File: src/rtl/snn_pkg.sv
// snn_pkg: shared types, defaults and helpers for the SNN output layer.
package snn_pkg;
   typedef enum logic {IDLE = 1'b0, INHIBIT = 1'b1} state_e;
   localparam int P_WIDTH_DEF = 19;
   function automatic int clog2(input int v);
      int r;
      r = 0;
      while ((1 << r) < v) r++;
      return r;
   endfunction
endpackage

File: src/rtl/wta_cmp_stage.sv
// wta_cmp_stage: one registered level of the argmax tree; halves the value/index vectors.
module wta_cmp_stage #(
   parameter int P_PAIRS = 4,
   parameter int P_WIDTH = 19,
   parameter int P_IDXW  = 3
) (
   input  logic                          i_clk,
   input  logic                          i_rst_n,
   input  logic [2*P_PAIRS*P_WIDTH-1:0]  i_val,
   input  logic [2*P_PAIRS*P_IDXW-1:0]   i_idx,
   input  logic                          i_valid,
   output logic [P_PAIRS*P_WIDTH-1:0]    o_val,
   output logic [P_PAIRS*P_IDXW-1:0]     o_idx,
   output logic                          o_valid
);
   logic [P_PAIRS*P_WIDTH-1:0] val_d, val_q;
   logic [P_PAIRS*P_IDXW-1:0]  idx_d, idx_q;
   logic                       valid_d, valid_q;
   logic [P_PAIRS-1:0]         sel;
   // The upper element of a pair only wins when strictly greater, so ties keep the lower index.
   always_comb begin
      sel = '0;
      val_d = val_q;
      idx_d = idx_q;
      valid_d = i_valid;
      for (int p = 0; p < P_PAIRS; p++) begin
         sel[p] = i_val[(2*p+1)*P_WIDTH +: P_WIDTH] > i_val[2*p*P_WIDTH +: P_WIDTH];
         if (i_valid) begin
            val_d[p*P_WIDTH +: P_WIDTH] = sel[p] ? i_val[(2*p+1)*P_WIDTH +: P_WIDTH] : i_val[2*p*P_WIDTH +: P_WIDTH];
            idx_d[p*P_IDXW +: P_IDXW]   = sel[p] ? i_idx[(2*p+1)*P_IDXW +: P_IDXW] : i_idx[2*p*P_IDXW +: P_IDXW];
         end
      end
   end
   always_ff @(posedge i_clk or negedge i_rst_n) begin
      if (!i_rst_n) begin
         val_q   <= '0;
         idx_q   <= '0;
         valid_q <= 1'b0;
      end else begin
         val_q   <= val_d;
         idx_q   <= idx_d;
         valid_q <= valid_d;
      end
   end
   assign o_val   = val_q;
   assign o_idx   = idx_q;
   assign o_valid = valid_q;
endmodule

File: src/rtl/snn_wta_argmax.sv
// snn_wta_argmax: pipelined winner-take-all over P_NUM potentials with threshold gate
// and a refractory window counted in valid samples.
module snn_wta_argmax import snn_pkg::*; #(
   parameter int P_WIDTH = P_WIDTH_DEF,
   parameter int P_NUM   = 8,
   parameter int P_IDXW  = clog2(P_NUM),
   parameter int P_INHW  = 8
) (
   input  logic                     i_clk,
   input  logic                     i_rst_n,
   input  logic                     i_valid,
   input  logic [P_NUM*P_WIDTH-1:0] i_data,
   input  logic [P_WIDTH-1:0]       i_thresh,
   input  logic [P_INHW-1:0]        i_inh_len,
   input  logic                     i_clear,
   output logic                     o_valid,
   output logic [P_WIDTH-1:0]       o_result,
   output logic [P_IDXW-1:0]        o_index_bin,
   output logic [P_NUM-1:0]         o_index,
   output logic                     o_fire,
   output logic                     o_inhibit
);
   localparam int P_L = clog2(P_NUM);
   logic [P_NUM*P_IDXW-1:0] idx0;
   logic [P_WIDTH-1:0]      tmax;
   logic [P_IDXW-1:0]       tidx;
   logic                    tvld, win, fire;
   state_e                  state_d, state_q;
   logic [P_INHW-1:0]       cnt_d, cnt_q;
   logic [P_NUM-1:0]        index_d, index_q;
   always_comb begin
      idx0 = '0;
      for (int k = 0; k < P_NUM; k++) idx0[k*P_IDXW +: P_IDXW] = P_IDXW'(k);
   end
   for (genvar l = 0; l < P_L; l++) begin : g_lvl
      localparam int NP = P_NUM >> (l + 1);
      logic [NP*P_WIDTH-1:0] val;
      logic [NP*P_IDXW-1:0]  idx;
      logic                  vld;
      if (l == 0) begin : g_first
         wta_cmp_stage #(.P_PAIRS(NP), .P_WIDTH(P_WIDTH), .P_IDXW(P_IDXW)) u_stage (
            .i_clk(i_clk), .i_rst_n(i_rst_n), .i_val(i_data), .i_idx(idx0), .i_valid(i_valid),
            .o_val(val), .o_idx(idx), .o_valid(vld));
      end else begin : g_next
         wta_cmp_stage #(.P_PAIRS(NP), .P_WIDTH(P_WIDTH), .P_IDXW(P_IDXW)) u_stage (
            .i_clk(i_clk), .i_rst_n(i_rst_n), .i_val(g_lvl[l-1].val), .i_idx(g_lvl[l-1].idx),
            .i_valid(g_lvl[l-1].vld), .o_val(val), .o_idx(idx), .o_valid(vld));
      end
   end
   assign tmax = g_lvl[P_L-1].val;
   assign tidx = g_lvl[P_L-1].idx;
   assign tvld = g_lvl[P_L-1].vld;
   assign win  = tvld && (tmax != '0) && (tmax >= i_thresh);
   // Fire and the latched one-hot are combinational so they line up with the tree output.
   always_comb begin
      state_d = state_q;
      cnt_d   = cnt_q;
      index_d = index_q;
      fire    = 1'b0;
      if (i_clear) begin
         state_d = IDLE;
         cnt_d   = '0;
         index_d = '0;
      end else if (state_q == IDLE) begin
         if (win) begin
            fire    = 1'b1;
            index_d = P_NUM'(1) << tidx;
            state_d = (i_inh_len != '0) ? INHIBIT : IDLE;
            cnt_d   = i_inh_len;
         end
      end else if (tvld) begin
         cnt_d   = cnt_q - P_INHW'(1);
         state_d = (cnt_q == P_INHW'(1)) ? IDLE : INHIBIT;
      end
   end
   always_ff @(posedge i_clk or negedge i_rst_n) begin
      if (!i_rst_n) begin
         state_q <= IDLE;
         cnt_q   <= '0;
         index_q <= '0;
      end else begin
         state_q <= state_d;
         cnt_q   <= cnt_d;
         index_q <= index_d;
      end
   end
   assign o_valid     = tvld;
   assign o_result    = tmax;
   assign o_index_bin = tidx;
   assign o_index     = index_d;
   assign o_fire      = fire;
   assign o_inhibit   = (state_q == INHIBIT);
endmodule
File: config.mk
export PLATFORM = sky130hd
export DESIGN_NAME = snn_wta_argmax
export DESIGN_NICKNAME = d
export VERILOG_FILES = /design/src/rtl/snn_pkg.sv /design/src/rtl/wta_cmp_stage.sv /design/src/rtl/snn_wta_argmax.sv
export SDC_FILE = /design/constraint.sdc
export NUM_CORES = 1
export LEC_CHECK = 0
export CAP_MARGIN = 20
export CORE_ASPECT_RATIO = 1.5
export CORE_UTILIZATION = 30
export CTS_CLUSTER_DIAMETER = 200
export DETAILED_ROUTE_END_ITERATION = 10
export GPL_TIMING_DRIVEN = 0
export PLACE_DENSITY = 0.58
export SETUP_SLACK_MARGIN = 0.1
export SLEW_MARGIN = 0
export SYNTH_ARGS = -nofsm -noshare
export SYNTH_HDL_FRONTEND = slang
export SYNTH_SLANG_ARGS = --single-unit
File: constraint.sdc
create_clock -name i_clk -period 3.2 [get_ports i_clk]
set_clock_uncertainty 0.05 [all_clocks]
set_input_delay 0.48 -clock i_clk [delete_from_list [all_inputs] [get_ports i_clk]]
set_output_delay 0.48 -clock i_clk [all_outputs]
set_load 0.03 [all_outputs]
### After elaboration in Yosys (flattened, before gate mapping)

Index checks and enable logic that the tools add are counted.

| storage, ports and cells | value |
|---|---|
| register bits after elaboration | 174 |
| bits of input ports | 183 |
| output and inout bits | 33 |
| word-level logic and storage cells | 60 |

| cells by class | value |
|---|---|
| $add $sub $neg | 1 |
| order comparisons | 8 |
| equality and inequality tests | 2 |
| shifts and indexed selects | 1 |
| mux-type cells | 30 |
| reductions and logical operators | 6 |

Operators by type and width:

| kind | number |
|---|---|
| 19-bit > comparator | 7 |
| 19-bit 2-to-1 mux | 7 |
| 8-bit 2-to-1 mux | 7 |
| 19-bit greater-or-equal comparator | 1 |
| 19-bit nonzero test | 1 |
| 1-bit 2-to-1 mux | 13 |
| 3-bit 2-to-1 mux | 3 |
| 8-bit by 1-bit equality test with 1-bit output, second input constant | 1 |
| 8-bit nonzero test | 1 |
| 1-bit by 3-bit left shift with 8-bit output, first input constant | 1 |
| 8-bit by 1-bit subtractor with 8-bit output, second input constant | 1 |
| 3-bit by 2-bit inequality test with 1-bit output, second input constant | 1 |
| 3-bit nonzero test | 1 |
| 1-bit logical AND | 2 |
| 2-bit AND reduction | 1 |

### Depth between registers and ports, before layout

Gate-level depths: netlist of the first run.

| logic depth | value |
|---|---|
| depth after elaboration | 6 |
| mapped depth | 11 |
| depth with buffers taken out | 9 |

### Cells and area by module

Synthesis of the first run repeated with hierarchy kept, for this count alone.

| second synthesis, totals | value |
|---|---|
| cells, all modules | 1823 |
| area total of the unflattened synthesis | 16095.4 sq um |

By module, submodules not included:

| module | instances | cells each | area an instance (sq um) | seq. area each (sq um) |
|---|---|---|---|---|
| wta_cmp_stage at g_lvl[0].g_first.u_stage | 1 | 884 | 7992.7 | 2227.1 |
| wta_cmp_stage at g_lvl[1].g_next.u_stage | 1 | 442 | 4018.9 | 1126.1 |
| wta_cmp_stage at g_lvl[2].g_next.u_stage | 1 | 326 | 2600.0 | 575.6 |
| snn_wta_argmax | 1 | 171 | 1483.9 | 425.4 |

### Worst setup path before layout of the first run

Ideal clock, no wire load.

| timing path | value |
|---|---|
| kind | register -> output |
| start point | reg g_lvl[2].g_next.u_stage.val_q[17] |
| end point | out o_index[4] |
| arrival | 2.729 ns |
| data required time | 2.670 ns |
| path slack | -0.059 ns |
| stages on the path, launching flop included | 8 |
| buffers on the path | 0 |
| path through | dfrtp_1 ha_1 and4_1 nand4b_1 a211oi_2 nor2_2 or4b_1 a21oi_1 |

| on the way | value |
|---|---|
| longest elaborated chain between the ends | 6 |
| elaborated cells on any way between the ends | 7 |
| those cells by class | order compare (1); mux (3); reduce/logical (3) |

Ends and longest elaborated chain:

| item | RTL line | source |
|---|---|---|
| from (decl) | wta_cmp_stage.sv:16 | `logic [P_PAIRS*P_WIDTH-1:0] val_d, val_q;` |
| from (signal assigned) | wta_cmp_stage.sv:40 | `val_q <= val_d;` |
| branches (longest 2 deep; another with 19-bit greater-or-equal comparator) | - |  |
| 1-bit logical AND (*) | snn_wta_argmax.sv:53 | `assign win = tvld && (tmax != '0) && (tmax >= i_thresh);` |
| 8-bit 2-to-1 mux (*) | snn_wta_argmax.sv:65 | `if (win) begin` |
| 8-bit 2-to-1 mux (*) | snn_wta_argmax.sv:64 | `end else if (state_q == IDLE) begin` |
| 8-bit 2-to-1 mux (*) | snn_wta_argmax.sv:60 | `if (i_clear) begin` |
| to (decl) | snn_wta_argmax.sv:19 | `output logic [P_NUM-1:0] o_index,` |

Every way passes the cells marked *.

### Final worst setup path of the first run

| timing path | value |
|---|---|
| start point | reg g_lvl[2].g_next.u_stage.val_q[12] |
| end point | out o_index[1] |

The elaborated chain is that of the path after synthesis.

==> results of run 1 <==
==> synth_stat cells, drive strengths merged, types with 3 or more instances <==
| master | n |
|---|---|
| nand4 | 28 |
| xnor2 | 5 |
| clkbuf | 29 |
| a221o | 99 |
| mux2i | 45 |
| nor2b | 24 |
| nand3b | 5 |
| nor2 | 119 |
| o21ai | 32 |
| or4b | 3 |
| a211oi | 16 |
| and3 | 24 |
| nor4 | 13 |
| a21o | 10 |
| a2111oi | 6 |
| buf | 21 |
| and2 | 22 |
| inv | 166 |
| dfrtp | 166 |
| or4 | 3 |
| a21oi | 96 |
| ha | 154 |
| nand3 | 10 |
| a221oi | 5 |
| nor3 | 8 |
| nand2b | 3 |
| nand2 | 60 |
==> report_power, final <==
group          internal, mW  leakage (nW)  switching (mW)
Clock                  1.33         0.310           0.927
Combinational          1.78          4.85            1.84
Sequential             2.58          2.01           0.623
==> logic make-up after synthesis <==
family	Yosys count	synth area share
simple gates	332	0.153
mux	45	0.0400
flops	166	0.369
xor+xnor	6	0.00467
buf+inv	216	0.0770
compound gates	282	0.185
fa+ha+maj	154	0.171
==> state kept, by name (all words and copies together), names as in the netlist, 2 cells and up <==
register                      flops
index_q                           8
g_lvl.g_first.u_stage.o_idx       5
cnt_q                             8
g_lvl.g_next.u_stage.o_idx        8
g_lvl.g_first.u_stage.o_val      76
g_lvl.g_next.u_stage.o_valid      2
g_lvl.g_next.u_stage.o_val       57
==> layer usage <==
layer	share of wire	global-route usage
met1	0.41	0.208
met2	0.52	0.343
met3	0.027	0.0227
met4	0.047	0.106
met5	0	0
==> layout make-up <==
type                    instances  area, sq um  area share
multi-input cells             819         6530       0.432
flip-flops and latches        166         4170       0.275
repair buffers                234         2300       0.152
inverters                     166          623      0.0412
well taps                     484          606      0.0400
clock buffers                  17          425      0.0281
plain buffers                  50          251      0.0166
clock inverters                15          219      0.0145
diodes                          3         7.51    0.000496
==> metrics by stage <==
stage,instances,worst slack [ps],hold WS (ps)
6_report,1954,-164,426
3_5_place_dp,1900,-1100,410
3_3_place_gp,1899,-5240,409
2_1_floorplan,1201,107,134
5_1_grt,1953,-313,443
4_1_cts,1943,-209,428
==> critical path, delay by kind of cell, from the launching register on <==
kind / cells / cell delay [ps]
adders and majority gates: 1 / 280
buffers and inverters: 1 / 150
AOI/OAI and AO/OA: 4 / 520
DFF: 1 / 460
and+or+nand+nor: 3 / 970
==> worst paths after layout <==
path / start / endpoint / slack, ps
min in group asynchronous: i_rst_n / index_q[0]$_DFF_PN0_ / 530
min: g_lvl[0].g_first.u_stage.o_idx[10]$_DFFE_PN0P_ / g_lvl[0].g_first.u_stage.o_idx[10]$_DFFE_PN0P_ / 430
min reg2reg: g_lvl[0].g_first.u_stage.o_idx[10]$_DFFE_PN0P_ / g_lvl[0].g_first.u_stage.o_idx[10]$_DFFE_PN0P_ / 430
max reg2reg: g_lvl[0].g_first.u_stage.o_val[69]$_DFFE_PN0P_ / g_lvl[1].g_next.u_stage.o_val[20]$_DFFE_PN0P_ / 350
max: g_lvl[2].g_next.u_stage.o_val[12]$_DFFE_PN0P_ / o_index[1] / -160
max in group asynchronous: i_rst_n / g_lvl[0].g_first.u_stage.o_val[51]$_DFFE_PN0P_ / 1690
==> repair_timing <==
action,CTS,global route
buffers inserted,10,7
cloned,0,1
resized for setup,130,16
endpoints found under the setup margin,9,41
hold endpoints to repair,57,0
pin swaps,29,14
hold buffers,1,0
==> reports/results.txt, run 1 <==
Commonest non-fill, non-tap cell in the layout = clkdlybuf4s50_1
Gate Count Post-Synth = 1201
Worst skew pair latency = 440 ps
Core area = 36800 sq um
Final Power = 9.07 mW
Max-Cap Viols = 0
Fin nets = 1791
Hold depth = 1
CTS tree = yes
Count of cell types in the netlist = 60
Area fraction of the dominant cell type after synthesis = 0.369
Worst-Margin Slew = 706 ps
P per Cell Area = 599 nW/um^2
Slowest cell on crit path = or4b_1
Post-synth top area cell = dfrtp_1
Initial antenna violation count = 2
CTS clk-pin slew, worst paths = 70 ps
Final GP Congestion = 0.879
Crit share post-route = 1.05
CTS max path bufs = 2
Syn Area/Cell = 9.37 sq um
Layout cells sized above 1 = 0.105
Worst Setup End Kind = output pin
Main flop type after synthesis = dfrtp_1
# H-tree levels = 4
Clock Sinks = 166
Final design utilization = 0.411
Final min period = 3360 ps
DR WL/cell = 17.7 um
Most frequent cells in the layout = clkdlybuf4s50_1 (188), inv_1 (155), dfrtp_1 (155), ha_1 (144), nor2_1 (113)
Via count of the first global-routing pass = 10352
R2R depth = 9
Fill cell count = 3661
EDFF count, synth = 0
Area growth syn-to-layout = 34.5%
Seq/Total Area, Yosys = 0.369
Die area = 38300 sq um
I/O pin count = 216
Cell area after layout = 15100 sq um
Number of vias per cell = 5.02
Maximum number of pins on one net before global-route repair = 90
Asr flop ratio synth = 1.00
Peak VDD IR = 0.303 mV
Final setup violation count = 8
Leak Pwr = 7.17 nW
Worst path cell trace = ha_4 > a21oi_1 > o21ai_2 > a221oi_2 > nor4b_4 > nor2_4 > or4b_1 > a21oi_2 > buf_6
Final ANT Viol Nets = 0
Clk root buf = clkbuf_16
Die H = 239 um
Top cells by area, synth = dfrtp_1 (37%), ha_1 (17%), a221o_1 (8.8%)
Starting DRT DRC Count = 422
Mapped Area = 11300 sq um
Worst Path Required = 2670 ps
Slew Limit Fails = 0
Hold/Removal Path Class = reg2reg
Synthesized flop and latch total = 166
Row cnt = 86
Failing checks = negative setup slack
Worst endpoint data arrival time = 2830 ps
Initial Util = 0.306
CTS Buf Count = 17
Synthesized net count = 1538
Initial DRT Pass Iterations = 5
Slew headroom = 0.529
Detailed placement HPWL = 28300 um
Congestion Overflow GR = 0
Vias = 9813
Setup CP Type = reg2out
RSZ-0062 raised after global routing = yes
Post-route DRC = 0
WL final = 34500 um
Fin worst setup slack = -164 ps
Maximum clock rate = 0.297 GHz
Setup TNS = -777 ps
Crit path largest cell delay = 510 ps
Warnings from Yosys = 0
Final Hold Fails = 0
Kind of start point of the critical path = flip-flop
Placed inst area = 14100 sq um
Port Buffers = 214
Global-route usage over all layers = 0.187
Worst-path fanout max = 8
Status = finished, violations left
First-pass GRT wire length = 55600 um
Chip Width = 160 um
Power figures use the tool's default switching activity.
==> run 2: changes to the inputs <==
--- a/config.mk
+++ b/config.mk
@@ -6,12 +6,14 @@
 export NUM_CORES = 1
 export LEC_CHECK = 0
 export CAP_MARGIN = 20
+export CELL_PAD_IN_SITES_DETAIL_PLACEMENT = 0
+export CELL_PAD_IN_SITES_GLOBAL_PLACEMENT = 1
 export CORE_ASPECT_RATIO = 1.5
 export CORE_UTILIZATION = 30
 export CTS_CLUSTER_DIAMETER = 200
 export DETAILED_ROUTE_END_ITERATION = 10
 export GPL_TIMING_DRIVEN = 0
-export PLACE_DENSITY = 0.58
+export PLACE_DENSITY = 0.7
 export SETUP_SLACK_MARGIN = 0.1
 export SLEW_MARGIN = 0
 export SYNTH_ARGS = -nofsm -noshare
==> run 2 against run 1 <==
The flow still finishes with violations (negative setup slack). Die area unchanged. Combinational power barely moved. Core utilization down 0.12 points. Clock-buffer cell count grew 3. Wire length decreased by 0.39%. Sequential power about the same. Non-clock buffer count decreased by 6. Highest routed layer unchanged.
==> reports/results.txt, run 2 (synthesis results as in run 1) <==
Register Area = 4170 sq um (unchanged)
M1 GR Usage = 0.208 (-0.000462)
Number of vias per cell = 4.99 (-0.72%)
Multi-input logic area = 6540 sq um (+0.15%)
Placed inst area = 14100 sq um (unchanged)
Worst Setup End Kind = output pin
M3 GR Usage = 0.0268 (+0.00416)
Row cnt = 86 (unchanged)
CTS Buf Count = 17 (unchanged)
Worst-path fanout max = 8 (unchanged)
Worst-Margin Slew = 691 ps (-15.0 ps)
Fill cell count = 3641 (-0.55%)
Detailed placement HPWL = 28300 um (about the same)
Worst Path Required = 2670 ps (about the same)
Clk root buf = clkbuf_16
Die area = 38300 sq um (unchanged)
Final ANT Viol Nets = 0 (unchanged)
Worst skew pair latency = 450 ps (about the same)
Hold/Removal Path Class = reg2reg
Core area = 36800 sq um (unchanged)
Clock Sinks = 166 (unchanged)
Peak VDD IR = 0.293 mV (-3.4%)
Minimum hold slack = 426 ps (+0.709 ps)
DR WL/cell = 17.7 um (about the same)
Final min period = 3340 ps (-25.2 ps)
GRT Max-Usage Layer = met2
I/O pin count = 216 (unchanged)
Status = finished, violations left
Crit share post-route = 1.04 (-0.00787)
Final setup violation count = 7 (-1)
Maximum clock rate = 0.300 GHz (+0.75%)
Via count of the first global-routing pass = 10015 (-3.3%)
Chip Width = 160 um (unchanged)
Max-Cap Viols = 0 (unchanged)
Commonest non-fill, non-tap cell in the layout = clkdlybuf4s50_1
Place WS = -1100 ps (+4.28 ps)
Fin nets = 1785 (-0.34%)
RSZ-0062 raised after global routing = yes
Setup CP Type = in2out
Cell area after layout = 15100 sq um (-0.29%)
Dpl cells = 1900 (unchanged)
Port Buffers = 214 (unchanged)
Slew headroom = 0.539 (+0.0100)
CTS max path bufs = 2 (unchanged)
Slew Limit Fails = 0 (unchanged)
Initial Util = 0.306 (unchanged)
Hold depth = 1 (unchanged)
Global-route usage over all layers = 0.184 (-0.00321)
Die H = 239 um (unchanged)
First-pass GRT wire length = 54100 um (-2.6%)
Initial DRT Pass Iterations = 5 (unchanged)
CTS clk-pin slew, worst paths = 70 ps (about the same)
Final GP Congestion = 0.852 (-3.1%)
Failing checks = negative setup slack
Worst endpoint data arrival time = 2810 ps (-20 ps)
Layout cells sized above 1 = 0.101 (-0.00368)
Kind of start point of the critical path = input port
Initial antenna violation count = 3 (+1)
Area growth syn-to-layout = 34.1%
WL final = 34400 um (-0.39%)
Max reg flops = 76 (unchanged)
P per Cell Area = 595 nW/um^2 (-0.72%)
Congestion Overflow GR = 0 (unchanged)
# H-tree levels = 4 (unchanged)
Vias = 9712 (-1.0%)
Maximum number of pins on one net before global-route repair = 123 (+37%)
Non-filler cells, final = 1948 (-0.31%)
Starting DRT DRC Count = 409 (-3.1%)
Post-route DRC = 0 (unchanged)
Final Hold Fails = 0 (unchanged)
Fin worst setup slack = -139 ps (+25.2 ps)
Most frequent cells in the layout = clkdlybuf4s50_1 (190), inv_1 (156), dfrtp_1 (155), ha_1 (142), nor2_1 (113)
R2R depth = 9 (unchanged)
CTS tree = yes
Leak Pwr = 7.17 nW (about the same)
GR met2 Demand/Resource = 0.341 (-0.00224)
-- run 2: cell types whose count changed in the layout (fill, tap and decap cells not counted), moves of 3 or more --
cell | before | now
dlygate4sd2_1 | 16 | 11
buf_4 | 23 | 19
a21oi_2 | 5 | 10
a21oi_4 | 4 | 1
dlymetal6s2s_1 | 0 | 3
-- run 2: final cells by class --
type | count | area share
clock inverters | 12 | 0.0109
plain buffers | 50 | 0.0167
inverters | 166 | 0.0413
repair buffers | 228 | 0.151
diodes | 3 | 0.000497
flip-flops and latches | 166 | 0.276
multi-input cells | 819 | 0.433
well taps | 484 | 0.0401
clock buffers | 20 | 0.0303
-- run 2: worst paths after layout --
kind                                                                start                                             end  slack [ps]
setup / recovery                                              i_thresh[4]                                      o_index[1]        -140
hold / removal              g_lvl[0].g_first.u_stage.o_idx[6]$_DFFE_PN0P_   g_lvl[0].g_first.u_stage.o_idx[6]$_DFFE_PN0P_         430
setup reg to reg           g_lvl[0].g_first.u_stage.o_val[69]$_DFFE_PN0P_   g_lvl[1].g_next.u_stage.o_val[26]$_DFFE_PN0P_         400
hold reg to reg             g_lvl[0].g_first.u_stage.o_idx[6]$_DFFE_PN0P_   g_lvl[0].g_first.u_stage.o_idx[6]$_DFFE_PN0P_         430
max in group asynchronous                                         i_rst_n       g_lvl[1].g_next.u_stage.o_valid$_DFF_PN0_        1690
min in group asynchronous                                         i_rst_n  g_lvl[0].g_first.u_stage.o_val[22]$_DFFE_PN0P_         480
-- run 2: critical path: stages --
cell             delay [ps]
clkdlybuf4s50_1         470
inv_2                    50
ha_4                    260
a21oi_2                  50
o21ai_2                 170
nand2b_4                 90
a211oi_4                310
nor2_4                  100
or4b_1                  490
a21oi_2                 180
buf_6                   150
-- run 2: per-layer routing --
| layer | vias to the layer above | routed length, um |
|---|---|---|
| met5 | - | 0 |
| met4 | 0 | 1040 |
| met3 | 46 | 904 |
| met2 | 196 | 18300 |
| met1 | 4625 | 14100 |
| li1 | 4845 | - |
-- run 2: repair_timing --
action,CTS,global route
hold buffers,1,0
setup buffers,8,4
pin swaps,27,4
setup endpoints to repair,9,56
hold endpoints to repair,44,0
resized for setup,114,32
-- run 2: power by group --
group / switching (mW) / total [mW] / internal [mW]
Sequential: 0.629 / 3.20 / 2.58
Combinational: 1.83 / 3.60 / 1.77
Clock: 0.895 / 2.18 / 1.28
-- run 2: through the flow --
stage	power, mW	setup TNS, ps	utilization
6_report	8.98	-609	0.410
5_1_grt	9.60	-1900	0.410
4_1_cts	9.01	-1070	0.407
3_5_place_dp	6.56	-24510	0.382
3_3_place_gp	6.49	-902270	0.381
2_1_floorplan	5.17	0	-
==> run 3: changes to the inputs <==
--- a/config.mk
+++ b/config.mk
@@ -12,10 +12,10 @@
 export CORE_UTILIZATION = 30
 export CTS_CLUSTER_DIAMETER = 200
 export DETAILED_ROUTE_END_ITERATION = 10
-export GPL_TIMING_DRIVEN = 0
-export PLACE_DENSITY = 0.7
+export PLACE_DENSITY = 0.68
 export SETUP_SLACK_MARGIN = 0.1
 export SLEW_MARGIN = 0
 export SYNTH_ARGS = -nofsm -noshare
 export SYNTH_HDL_FRONTEND = slang
+export SYNTH_HIERARCHICAL = 1
 export SYNTH_SLANG_ARGS = --single-unit
==> run 3 against run 2 <==
The run still ends with negative setup slack left. Clock-buffer cell count unchanged. Non-clock buffer count increased by 58. Global-route usage increased by 1.7 points. First-iteration DRC count increased by 96%. Register-to-register slack improved by 50 ps. Synthesized cell count increased by 52%. Sequential cell count increased by 8. Critical path type unchanged. Critical endpoint is now o_index[3].
==> reports/results.txt, run 3 <==
# H-tree levels = 4 (unchanged)
Maximum clock rate = 0.290 GHz (-3.1%)
Slew headroom = 0.345 (-0.194)
Minimum hold slack = 368 ps (-58.6 ps)
Slowest cell on crit path = clkdlybuf4s50_1
Critical path buffers and inverters = 5 (+2)
Vias = 15437 (+59%)
Final Power = 12.0 mW (+34%)
Worst Path Required = 2670 ps (about the same)
Global-route usage over all layers = 0.201 (+0.0167)
Delay-heaviest family, CP = buffers and inverters
Post-Synth XOR/XNOR Area = 0 (-0.00467)
Detailed placement HPWL = 42100 um (+49%)
Top cells by area, synth = dfrtp_1 (27%), ha_1 (12%), nand3_1 (7.2%)
Synth cell count leaders = nand3_1 (230), dfrtp_1 (174), inv_1 (162), ha_1 (154), nor2_1 (134)
Port Buffers = 215 (+0.47%)
Peak VDD IR = 0.327 mV (+12%)
Area growth syn-to-layout = 26.0%
Starting DRT DRC Count = 802 (+96%)
CTS max path bufs = 2 (unchanged)
Fill cell count = 5393 (+48%)
Final Hold Fails = 0 (unchanged)
Commonest non-fill, non-tap cell in the layout = nand3_1
Number of vias per cell = 5.59 (+12%)
Most used cell, CP = buf_6
Place WS = -354 ps (+742 ps)
Chip Width = 191 um (+19%)
Seq/Total Area, Yosys = 0.271 (-0.0985)
I/O pin count = 216 (unchanged)
Final GP Congestion = 0.879 (+3.1%)
Via count of the first global-routing pass = 15611 (+56%)
Kind of start point of the critical path = input port
Die area = 54600 sq um (+43%)
Final ANT Viol Nets = 0 (unchanged)
Worst skew pair latency = 460 ps (about the same)
Mapped Area = 16100 sq um (+43%)
Row cnt = 103 (+20%)
Clk root buf = clkbuf_16
Inserted Diodes = 0 (-3)
Count of cell types in the netlist = 71 (+18%)
Gate Count Post-Synth = 1823 (+52%)
Worst endpoint data arrival time = 2920 ps (+110 ps)
CTS tree = yes
P per Cell Area = 592 nW/um^2 (-0.51%)
Worst path cell trace = clkdlybuf4s50_1 > inv_1 > ha_1 > nand4_1 > nand2b_1 > a2111oi_2 > buf_4 > a2111oi_4 > nor3_4 > buf_6 > a32o_1 > buf_6
WL final = 55300 um (+61%)
RSZ-0062 raised after global routing = yes
Post-synth top area cell = dfrtp_1
Layout cells sized above 1 = 0.176 (+0.0747)
Setup CP Type = in2out
Synth Area in Adders = 0.120 (-0.0515)
First-pass GRT wire length = 86300 um (+59%)
Max-Cap Viols = 0 (unchanged)
Post-route DRC = 0 (unchanged)
Mux share of post-synthesis cell area = 0.0162 (-0.0238)
Setup TNS = -1770 ps (-1160 ps)
Count leader, synth = nand3_1
Die H = 286 um (+19%)
Final setup violation count = 9 (+2)
Core area = 52800 sq um (+44%)
Main flop type after synthesis = dfrtp_1
Maximum number of pins on one net before global-route repair = 82 (-33%)
Worst-path fanout max = 5 (-3)
Asr flop ratio synth = 1.00 (unchanged)
Most frequent cells in the layout = nand3_1 (230), clkdlybuf4s50_1 (201), dfrtp_1 (169), inv_1 (159), ha_1 (147)
Worst-Margin Slew = 978 ps (+287 ps)
Initial antenna violation count = 0 (-3)
Hold/Removal Path Class = in2reg
DR WL/cell = 20.0 um (+13%)
Worst Setup End Kind = output pin
Fin worst setup slack = -246 ps (-108 ps)
Warnings from Yosys = 6 (+6)
Status = finished, violations left
Crit share post-route = 1.08 (+0.0337)
Syn Area/Cell = 8.83 sq um (-5.8%)
Fin nets = 2403 (+35%)
Largest family of logic cells by synthesized area = compound AO/OA/AOI/OAI gates
Congestion Overflow GR = 0 (unchanged)
Synth Area in Simple Gates = 0.226 (+0.0727)
Max reg flops = 76 (unchanged)
Leak Pwr = 8.42 nW (+17%)
Area fraction of the dominant cell type after synthesis = 0.271 (-0.0985)
Compound-Gate Fraction of Synth Area = 0.279 (+0.0938)
Synthesized flop and latch total = 174 (+4.8%)
Final min period = 3450 ps (+108 ps)
Initial Util = 0.305 (-0.00124)
CTS clk-pin slew, worst paths = 60 ps (about the same)
EDFF count, synth = 0 (unchanged)
CTS Buf Count = 17 (unchanged)
Slew Limit Fails = 0 (unchanged)
Initial DRT Pass Iterations = 7 (+2)
Final design utilization = 0.384 (-0.0263)
Clock Sinks = 174 (+4.8%)
Crit path largest cell delay = 450 ps (-40 ps)
Failing checks = negative setup slack
==> run 3: worst paths after layout <==
path	depth (start not counted)	slack, ps	from	endpoint
max reg2reg	8	450	g_lvl[1].g_next.u_stage/o_val[17]$_DFFE_PN0P_	g_lvl[2].g_next.u_stage/o_val[10]$_DFFE_PN0P_
min in group asynchronous	2	410	i_rst_n	cnt_q[0]$_DFFE_PN0P_
min	1	370	i_valid	g_lvl[0].g_first.u_stage/o_valid$_DFF_PN0_
max in group asynchronous	3	1870	i_rst_n	g_lvl[1].g_next.u_stage/o_val[27]$_DFFE_PN0P_
max	12	-250	i_thresh[7]	o_index[3]
min reg2reg	1	450	index_q[2]$_DFF_PN0_	index_q[2]$_DFF_PN0_
==> run 3: per-layer routing <==
layer,share of wire,GRT usage
met1,0.39,0.223
met2,0.54,0.379
met3,0.028,0.0175
met4,0.041,0.0919
met5,0,0
==> run 3: final cells by class <==
type,count,area [sq um],area share
inverter,162,608,0.0300
clock inverter,12,160,0.00790
clock buffer,20,457,0.0225
timing repair buffer,336,3190,0.157
sequential,174,4360,0.215
multi-input combinational,1375,10600,0.525
tap,682,853,0.0421
==> run 3: where the power goes <==
| part | internal [mW] | total, mW | switching (mW) |
|---|---|---|---|
| clock network | 1.28 | 2.24 | 0.961 |
| registers | 2.78 | 3.63 | 0.849 |
| logic | 2.67 | 6.14 | 3.48 |
| total | 6.72 | 12.0 | 5.29 |
==> run 3: cells by family (layout without fill, tap and decap cells) <==
logic type,after synthesis,count (layout)
other,2,42
AO/OA/AOI/OAI,483,483
flip-flops,174,174
multiplexers,26,26
buffers and inverters,314,530
adder cells (fa/ha/maj),154,154
AND/OR/NAND/NOR,670,670
==> run 3: worst register-to-register path: stages, from the launching register on <==
cell,delay [ps]
dfrtp_1,410
inv_1,90
ha_1,340
a21oi_2,100
nor2_2,560
nor2_1,290
buf_4,280
a31oi_1,310
a41oi_1,160
==> run 3: what timing repair did <==
item                                    4_1_cts  5_1_grt
pin swaps                                     1        7
endpoints found under the hold margin        26        0
hold buffers                                  1        0
endpoints found under the setup margin        9        9
gates cloned                                  0        1
setup buffers                                 1        7
resized for setup                            22       32
==> run 3: per-stage QoR <==
step / std cells / area (sq um)
CTS: 2753 / 20100
detailed placement: 2719 / 19400
finish: 2761 / 20300
global placement: 2718 / 19400
floorplan: 1863 / 16200
global route: 2761 / 20300
